[src/rtl/joy_sar_scan.sv]
// Four-channel joystick SAR scanner: steps a 6-bit DAC against a registered comparator and publishes all four results at once.
// Optional free-running mode is enabled by defining JOY_SCAN_AUTO_EN.
module joy_sar_scan #(
    parameter int SETTLE = 4
) (
    input  logic       clk,
    input  logic       reset,
    input  logic       start,
    input  logic       hilo,
    output logic [5:0] dac,
    output logic       selb,
    output logic       sela,
    output logic [5:0] joy0,
    output logic [5:0] joy1,
    output logic [5:0] joy2,
    output logic [5:0] joy3,
    output logic       busy,
    output logic       done
);

    localparam logic [1:0] IDLE  = 2'd0;
    localparam logic [1:0] TRIAL = 2'd1;
    localparam logic [1:0] STORE = 2'd2;

    localparam logic [7:0] LAST = 8'(SETTLE - 1);

`ifdef JOY_SCAN_AUTO_EN
    localparam logic AUTO = 1'b1;
`else
    localparam logic AUTO = 1'b0;
`endif

    logic [1:0] state;
    logic [7:0] cnt;
    logic [2:0] bitn;
    logic [5:0] code;
    logic [1:0] ch;
    logic [5:0] shadow [0:3];
    logic [5:0] kept;
    logic       go;

    function automatic logic [5:0] bitmask(input logic [2:0] b);
        return 6'd1 << b;
    endfunction

    // The trial code currently on the DAC, with the tested bit dropped if the axis is not above it
    assign kept = hilo ? dac : (dac & ~bitmask(bitn));
    // busy is still high during the done cycle, which keeps a start there from being accepted
    assign go   = AUTO | (start & ~busy);

    always_ff @(posedge clk or posedge reset) begin
        if (reset) begin
            state <= IDLE;
            cnt   <= '0;
            bitn  <= '0;
            code  <= '0;
            ch    <= '0;
            dac   <= '0;
            selb  <= 1'b1;
            sela  <= 1'b1;
            busy  <= 1'b0;
            done  <= 1'b0;
            joy0  <= '0;
            joy1  <= '0;
            joy2  <= '0;
            joy3  <= '0;
            for (int i = 0; i < 4; i++) shadow[i] <= '0;
        end else begin
            done <= 1'b0;
            case (state)
                IDLE: begin
                    if (go) begin
                        state       <= TRIAL;
                        busy        <= 1'b1;
                        ch          <= 2'd0;
                        {selb, sela} <= 2'b00;
                        dac         <= 6'd32;
                        cnt         <= '0;
                        bitn        <= 3'd5;
                    end else begin
                        busy <= 1'b0;
                    end
                end
                TRIAL: begin
                    if (cnt == LAST) begin
                        cnt <= '0;
                        if (bitn == 3'd0) begin
                            state <= STORE;
                            code  <= kept;
                            dac   <= '0;
                        end else begin
                            bitn <= bitn - 3'd1;
                            dac  <= kept | bitmask(bitn - 3'd1);
                        end
                    end else begin
                        cnt <= cnt + 8'd1;
                    end
                end
                STORE: begin
                    // Advance to the next channel; after channel 3 the index wraps back to 0
                    shadow[ch]   <= code;
                    ch           <= ch + 2'd1;
                    {selb, sela} <= ch + 2'd1;
                    dac          <= 6'd32;
                    cnt          <= '0;
                    bitn         <= 3'd5;
                    state        <= TRIAL;
                    if (ch == 2'd3) begin
                        joy0 <= shadow[0];
                        joy1 <= shadow[1];
                        joy2 <= shadow[2];
                        joy3 <= code;
                        done <= 1'b1;
                        if (!AUTO) begin
                            state        <= IDLE;
                            dac          <= '0;
                            {selb, sela} <= 2'b11;
                        end
                    end
                end
                default: state <= IDLE;
            endcase
        end
    end

endmodule

[config.mk]
export PLATFORM = sky130hd
export DESIGN_NAME = joy_sar_scan
export DESIGN_NICKNAME = d
export VERILOG_FILES = /design/src/rtl/joy_sar_scan.sv
export SDC_FILE = /design/constraint.sdc
export NUM_CORES = 1
export LEC_CHECK = 0
export CAP_MARGIN = 5
export CORE_UTILIZATION = 40
export CTS_CLUSTER_SIZE = 20
export DETAILED_ROUTE_END_ITERATION = 7
export PLACE_DENSITY = 0.64
export SYNTH_ARGS = -nofsm -noshare
export SYNTH_HDL_FRONTEND = slang
export SYNTH_SLANG_ARGS = --single-unit
[constraint.sdc]
create_clock -name clk -period 5.53 [get_ports clk]
set_input_delay 0.8295 -clock clk [delete_from_list [all_inputs] [get_ports clk]]
set_output_delay 0.8295 -clock clk [all_outputs]
set_load 0.1 [all_outputs]
==> metrics.log, run 1 <==
[metrics] run status: completed
[metrics] via density per instance: 5.22
[metrics] number of cells produced by synthesis: 287
[metrics] global-route wire length before repair: 11.1 mm
[metrics] master cell of the clock root buffer: clkbuf_8
[metrics] Chip Width: 94.9 um
[metrics] number of hold violations in the final report: 0
[metrics] RSZ-0062 raised after global routing: false
[metrics] Worst Setup Path Type: flop to primary output
[metrics] detailed-router iteration count before antenna repair: 5
[metrics] proportion of netlist area held by the largest area contributor: 51.5%
[metrics] ratio of cells with drive above 1 in the final layout: 21.1%
[metrics] DRT iter0 DRCs: 83
[metrics] leading area contributor after synthesis: dfrtp_1
[metrics] synthesized area: 0.00345 sq mm
[metrics] count of flip-flops with a built-in enable after synthesis: 0
[metrics] Layout area overhead: 20.6%
[metrics] Slew HR: 28.4%
[metrics] Fin Setup TNS: 0 ns
[metrics] number of distinct library cells after synthesis: 48
[metrics] max capacitance violation total: 0
[metrics] met1 wire length: 3.06 mm
[metrics] die boundary height: 94.9 um
[metrics] global placement routability congestion: 0.809
[metrics] PnR Total Power: 1.88 mW
[metrics] syn_nets: 310
[metrics] post-cts sizing count: 0
[metrics] hold-fix buffer count after cts: 0
[metrics] final worst clock skew: 0.00471 ns
[metrics] Max stage delay cell, worst path: clkdlybuf4s50_1
[metrics] Detail Route met3 WL: 305 um
[metrics] die area: 0.00900 sq mm
[metrics] minimum period implied by the final worst setup slack: 2.85 ns
[metrics] cts bufs inserted: 9
[metrics] pin count of the biggest net entering global routing: 46
[metrics] ant diodes: 0
[metrics] final net count: 350
[metrics] clock insertion delay at the later pin of the skew report: 0.34 ns
[metrics] hpwl dp: 4.62 mm
[metrics] sum of overflow across all layers after global routing: 0
[metrics] Clock Pin Slew Worst Setup and Hold Paths: 0.07 ns
[metrics] buffer and inverter count on the worst path: 1
[metrics] sort of element at the start of the critical path: flop
[metrics] top-level I/O count: 38
[metrics] worst hold path type: flop to flop
[metrics] Crit Path Max Fanout: 3
[metrics] FF+latch count, synth: 73
[metrics] total number of placement rows: 33
[metrics] routed vias: 2278
[metrics] top routing layer in use: met4
[metrics] post-synthesis async set-or-reset flop share: 100%
[metrics] input/output buffers: 37
[metrics] Final setup violation count: 0
[metrics] most area-consuming cells after synthesis: dfrtp_1, mux2_2, ha_1
[metrics] Slew Limit Fails: 0
[metrics] achievable clock frequency: 351 MHz
[metrics] buffers from clock root to sink, at most: 2
[metrics] series of cell instances along the critical path: clkdlybuf4s50_1
[metrics] post-detailed-routing wire length: 6.63 mm
[metrics] CTS Sinks: 73
[metrics] Static Leakage: 1.91 nW
[metrics] post-CTS setup repair buffer count: 0
[metrics] Core Footprint: 0.00830 sq mm
[metrics] Antenna Nets Post-Route: 0
[metrics] count of synthesis-stage warnings from yosys: 0
[metrics] antenna violations before repair: 0
[metrics] initial core utilization: 41.5%
[metrics] Pwr Density: 453 mW/mm^2
[metrics] count leader, synth: dfrtp_1
[metrics] sequential share of the synthesized area: 53.0%
[metrics] CP required: 4.70 ns
[metrics] TritonCTS clock tree: done
[metrics] DRC Markers: 0
[metrics] worst slew pin tran: 1.07 ns
[metrics] gr usage total: 16.2%
[metrics] WL per Instance: 15.2 um
[metrics] CTS HTree Levels: 3
[metrics] vias in the first global route: 2261
[metrics] Top delay family on crit path: buffers and inverters
[metrics] most used standard cells in the synthesized netlist: dfrtp_1, mux2_2, nand2_1
[metrics] element type at the critical path end: primary output
[metrics] arrival time at the worst endpoint: 2.02 ns
[metrics] largest stage delay on the critical path: 1.13 ns
[metrics] Max VDD drop: 0.258 mV
[metrics] Avg Synthesized Cell Area: 12.0 sq um
[metrics] part of the cycle the worst path needs: 51.5%
[metrics] Primary FF master, synth: dfrtp_1
[metrics] metal2 WL: 3.22 mm
cell families after synthesis:
group           synth area share, %
fa+ha+maj                      6.89
compound gates                 11.6
mux                            14.0
flops                          53.0
buf+inv                        3.30
simple gates                   10.1
xor+xnor                       1.02
cells in the final DEF, fill, tap and decap left out, types with 2 or more instances in the layout:
cell / count
nand3_1: 4
a211oi_1: 4
ha_1: 19
a32o_1: 3
o21ai_0: 11
nand3b_1: 3
bufinv_16: 4
clkdlybuf4s50_1: 37
dfrtp_1: 71
a31oi_1: 4
and2_1: 2
o41ai_1: 2
o21ai_1: 6
a21oi_1: 10
inv_1: 15
nor2b_1: 2
clkbuf_8: 9
nand2_1: 32
nand4_1: 2
nor2_1: 11
nor3_1: 2
xnor2_1: 4
dfstp_2: 2
o32ai_1: 2
nand2b_1: 2
mux2_2: 42
o31ai_1: 2
worst paths after layout:
path,from,end,slack [ns],cells past startpoint
max,sela,sela,2.68,1
min,shadow[18],joy0[0],0.50,1
max reg2reg,state[0],joy3[2],3.26,4
min reg2reg,shadow[18],joy0[0],0.50,1
max in group asynchronous,reset,shadow[16],3.58,3
min in group asynchronous,reset,ch[0],1.03,2
area by class of cell:
| type | instances | area, sq um |
|---|---|---|
| Fill cell | 732 | 4140 |
| Sequential cell | 73 | 1830 |
| Multi-Input combinational cell | 189 | 1510 |
| Timing Repair Buffer | 38 | 378 |
| Tap cell | 105 | 131 |
| Clock inverter | 5 | 129 |
| Clock buffer | 10 | 128 |
| Inverter | 16 | 60.1 |
metrics by stage:
step	std cells	hold WS (ns)	setup slack [ns]	utilization, %	cell area, sq um
2_1_floorplan	287	0.463	2.85	-	3450
3_3_place_gp	421	0.482	3.06	47.0	3900
3_5_place_dp	421	0.489	3.03	47.0	3900
4_1_cts	436	0.507	2.67	50.1	4160
5_1_grt	436	0.518	2.62	50.1	4160
6_report	436	0.502	2.68	50.1	4160
per-layer routing:
| metal | track usage [%] | up-vias |
|---|---|---|
| met4 | 3.79 | 0 |
| met3 | 5.07 | 4 |
| met5 | 0 | - |
| li1 | - | 1097 |
| met2 | 26.9 | 62 |
| met1 | 20.6 | 1115 |
where the power goes:
part | total [mW] | internal, mW | leakage, nW | switching, mW
clock | 0.538 | 0.344 | 0.127 | 0.194
sequential | 0.685 | 0.616 | 0.954 | 0.0695
combinational | 0.662 | 0.212 | 0.826 | 0.449
state kept, by name, indices dropped and copies added (netlist names), 3 cells and up:
register and count:
joy2 6, cnt 8, shadow 18, bitn 3, joy1 6, joy0 6, dac 6, code 6
joy3 6
Note: power is estimated with default switching activity, not from simulation.
==> inputs of run 2 (changes only) <==
--- a/config.mk
+++ b/config.mk
@@ -9,7 +9,7 @@
 export CORE_UTILIZATION = 40
 export CTS_CLUSTER_SIZE = 20
 export DETAILED_ROUTE_END_ITERATION = 7
-export PLACE_DENSITY = 0.64
+export PLACE_DENSITY = 0.66
 export SYNTH_ARGS = -nofsm -noshare
 export SYNTH_HDL_FRONTEND = slang
 export SYNTH_SLANG_ARGS = --single-unit
==> constraint.sdc (replaced) <==
create_clock -name clk -period 2.44 [get_ports clk]
set_input_delay 0.366 -clock clk [delete_from_list [all_inputs] [get_ports clk]]
set_output_delay 0.366 -clock clk [all_outputs]
set_load 0.1 [all_outputs]
==> run 2 against run 1 <==
Die area stayed put. Sequential power is 130% higher. Clock power is 100% higher. Routed wire length is 0.56% lower. Hold slack worse by 0.14 ns. Critical path type is now flop to flop. Critical endpoint is now code[0].
==> metrics.log, run 2 (synthesis gave the netlist of run 1 again) <==
[metrics] largest stage delay on the critical path: 0.46 ns (was 1.13 ns)
[metrics] post-detailed-routing wire length: 6.60 mm (was 6.63 mm)
[metrics] cts bufs inserted: 9 (unchanged)
[metrics] TritonCTS clock tree: done (unchanged)
[metrics] die boundary height: 94.9 um (unchanged)
[metrics] Layout area overhead: 18.6% (was 20.6%)
[metrics] run status: completed (unchanged)
[metrics] series of cell instances along the critical path: inv_1, ha_1, nor2b_1, nand4_1, nand2_1, o21ai_1 (was clkdlybuf4s50_1)
[metrics] Max VDD drop: 0.780 mV (was 0.258 mV)
[metrics] element type at the critical path end: flop (was primary output)
[metrics] placed instance count: 425 (was 421)
[metrics] global placement routability congestion: 0.872 (was 0.809)
[metrics] largest registers: shadow x18, cnt x8 (unchanged)
[metrics] worst hold path type: primary input to asynchronous set/reset pin (was flop to flop)
[metrics] master cell of the clock root buffer: clkbuf_8 (unchanged)
[metrics] input/output buffers: 37 (unchanged)
[metrics] Antenna Nets Post-Route: 0 (unchanged)
[metrics] RSZ-0062 raised after global routing: false (unchanged)
[metrics] final net count: 354 (was 350)
[metrics] Slew HR: 62.2% (was 28.4%)
[metrics] Fin Setup TNS: 0 ns (unchanged)
[metrics] routed vias: 2286 (was 2278)
[metrics] commonest non-fill, non-tap cell in the layout: dfrtp_1 (unchanged)
[metrics] final worst clock skew: 0.00601 ns (was 0.00471 ns)
[metrics] ratio of cells with drive above 1 in the final layout: 32.7% (was 21.1%)
[metrics] final std cells w/o fill: 441 (was 436)
[metrics] minimum period implied by the final worst setup slack: 2.08 ns
[metrics] vias in the first global route: 2157 (was 2261)
[metrics] number of hold violations in the final report: 0 (unchanged)
[metrics] clock insertion delay at the later pin of the skew report: 0.34 ns (about the same)
[metrics] Final setup violation count: 0 (unchanged)
[metrics] CP required: 2.66 ns (was 4.70 ns)
[metrics] top-level I/O count: 38 (unchanged)
[metrics] hpwl dp: 4.68 mm (was 4.62 mm)
[metrics] top register by number of flip-flops: shadow (unchanged)
[metrics] pin count of the biggest net entering global routing: 35 (was 46)
[metrics] hold-fix buffer count after cts: 0 (unchanged)
[metrics] initial core utilization: 41.5% (unchanged)
[metrics] fill cell count: 742 (was 732)
[metrics] max capacitance violation total: 0 (unchanged)
[metrics] Max stage delay cell, worst path: dfrtp_1 (was clkdlybuf4s50_1)
[metrics] post-CTS setup repair buffer count: 0 (unchanged)
[metrics] global-route wire length before repair: 11.0 mm (was 11.1 mm)
[metrics] arrival time at the worst endpoint: 2.29 ns (was 2.02 ns)
[metrics] depth of the worst register-to-register path: 6 (was 4)
[metrics] top library cells by usage in the layout, fill and taps aside: dfrtp_1, mux2_2, buf_4 (was dfrtp_1, mux2_2, clkdlybuf4s50_1)
[metrics] die area: 0.00900 sq mm (unchanged)
[metrics] sort of element at the start of the critical path: flop (unchanged)
[metrics] max reg flops: 18 (unchanged)
[metrics] buffers from clock root to sink, at most: 2 (unchanged)
[metrics] utilization after layout: 49.3% (was 50.1%)
[metrics] Static Leakage: 1.98 nW (was 1.91 nW)
[metrics] via density per instance: 5.18 (was 5.22)
[metrics] achievable clock frequency: 482 MHz
[metrics] part of the cycle the worst path needs: 85.1%
[metrics] antenna violations before repair: 0 (unchanged)
[metrics] WL per Instance: 15.0 um (was 15.2 um)
[metrics] Slew Limit Fails: 0 (unchanged)
[metrics] Crit Path Max Fanout: 12 (was 3)
[metrics] CTS Sinks: 73 (unchanged)
[metrics] post-cts sizing count: 0 (unchanged)
[metrics] detailed-router iteration count before antenna repair: 4 (was 5)
[metrics] DRT iter0 DRCs: 87 (was 83)
[metrics] Core Footprint: 0.00830 sq mm (unchanged)
[metrics] Worst Setup Path Type: flop to flop (was flop to primary output)
[metrics] gr usage total: 15.9% (was 16.2%)
[metrics] DRC Markers: 0 (unchanged)
[metrics] Pwr Density: 1020 mW/mm^2 (was 453 mW/mm^2)
[metrics] smallest hold slack: 0.364 ns (was 0.502 ns)
[metrics] Chip Width: 94.9 um (unchanged)
[metrics] ant diodes: 0 (unchanged)
[metrics] Clock Pin Slew Worst Setup and Hold Paths: 0.08 ns (was 0.07 ns)
[metrics] sum of overflow across all layers after global routing: 0 (unchanged)
[metrics] total number of placement rows: 33 (unchanged)
[metrics] worst slew pin tran: 0.564 ns (was 1.07 ns)
[metrics] CTS HTree Levels: 3 (unchanged)
## run 2: report_power, final
part	internal [mW]	leakage (nW)	total, mW	switching, mW
clock network	0.607	0.113	1.09	0.479
registers	1.39	0.954	1.55	0.157
logic	0.487	0.917	1.52	1.03
## run 2: cell type report
type	count	area [sq um]	share of cell area (%)
sequential	73	1830	44.7
timing repair buffer	42	335	8.20
tap	105	131	3.21
clock buffer	10	138	3.37
clock inverter	6	90.1	2.20
multi-input combinational	189	1510	36.8
inverter	16	60.1	1.47
## run 2: critical path: cells and delay by family (launching register included)
kind                       cells  cell delay (ns)
AOI/OAI and AO/OA              1             0.09
DFF                            1             0.46
and+or+nand+nor                3             1.04
adders and majority gates      1             0.22
buffers and inverters          1             0.14
## run 2: per-layer routing
metal  up-vias  global-route usage [%]  part of all wire (%)
met3        12                    3.22                   3.4
met2        48                    24.0                    45
met1      1120                    22.5                    50
met4         0                    6.06                   1.6
met5         -                       0                     0
li1       1106                       -                     -
## run 2: path summary, 6_finish.rpt
kind / from / to / slack (ns)
worst max register to register: bitn[0] / code[0] / 0.36
worst min register to register: shadow[15] / joy1[3] / 0.50
max in group asynchronous: reset / joy3[1] / 1.45
min in group clk: shadow[15] / joy1[3] / 0.50
worst min-delay path: reset / joy1[5] / 0.36
worst max-delay path: bitn[0] / code[0] / 0.36
## run 2: stage by stage
| step | instance area (sq um) | setup slack, ns | power, mW |
|---|---|---|---|
| after detailed placement | 3860 | 0.407 | 3.08 |
| after global routing | 4090 | 0.151 | 4.39 |
| after CTS | 4090 | 0.367 | 4.18 |
| after global placement | 3860 | 0.465 | 3.05 |
| final | 4090 | 0.363 | 4.16 |
| after floorplan | 3450 | 0.224 | 2.74 |
==> inputs of run 3 (changes only) <==
--- a/config.mk
+++ b/config.mk
@@ -13,3 +13,4 @@
 export SYNTH_ARGS = -nofsm -noshare
 export SYNTH_HDL_FRONTEND = slang
 export SYNTH_SLANG_ARGS = --single-unit
+export TNS_END_PERCENT = 20
==> results of run 3 <==
The final DEF is identical to that of run 2; final timing and power are the same.
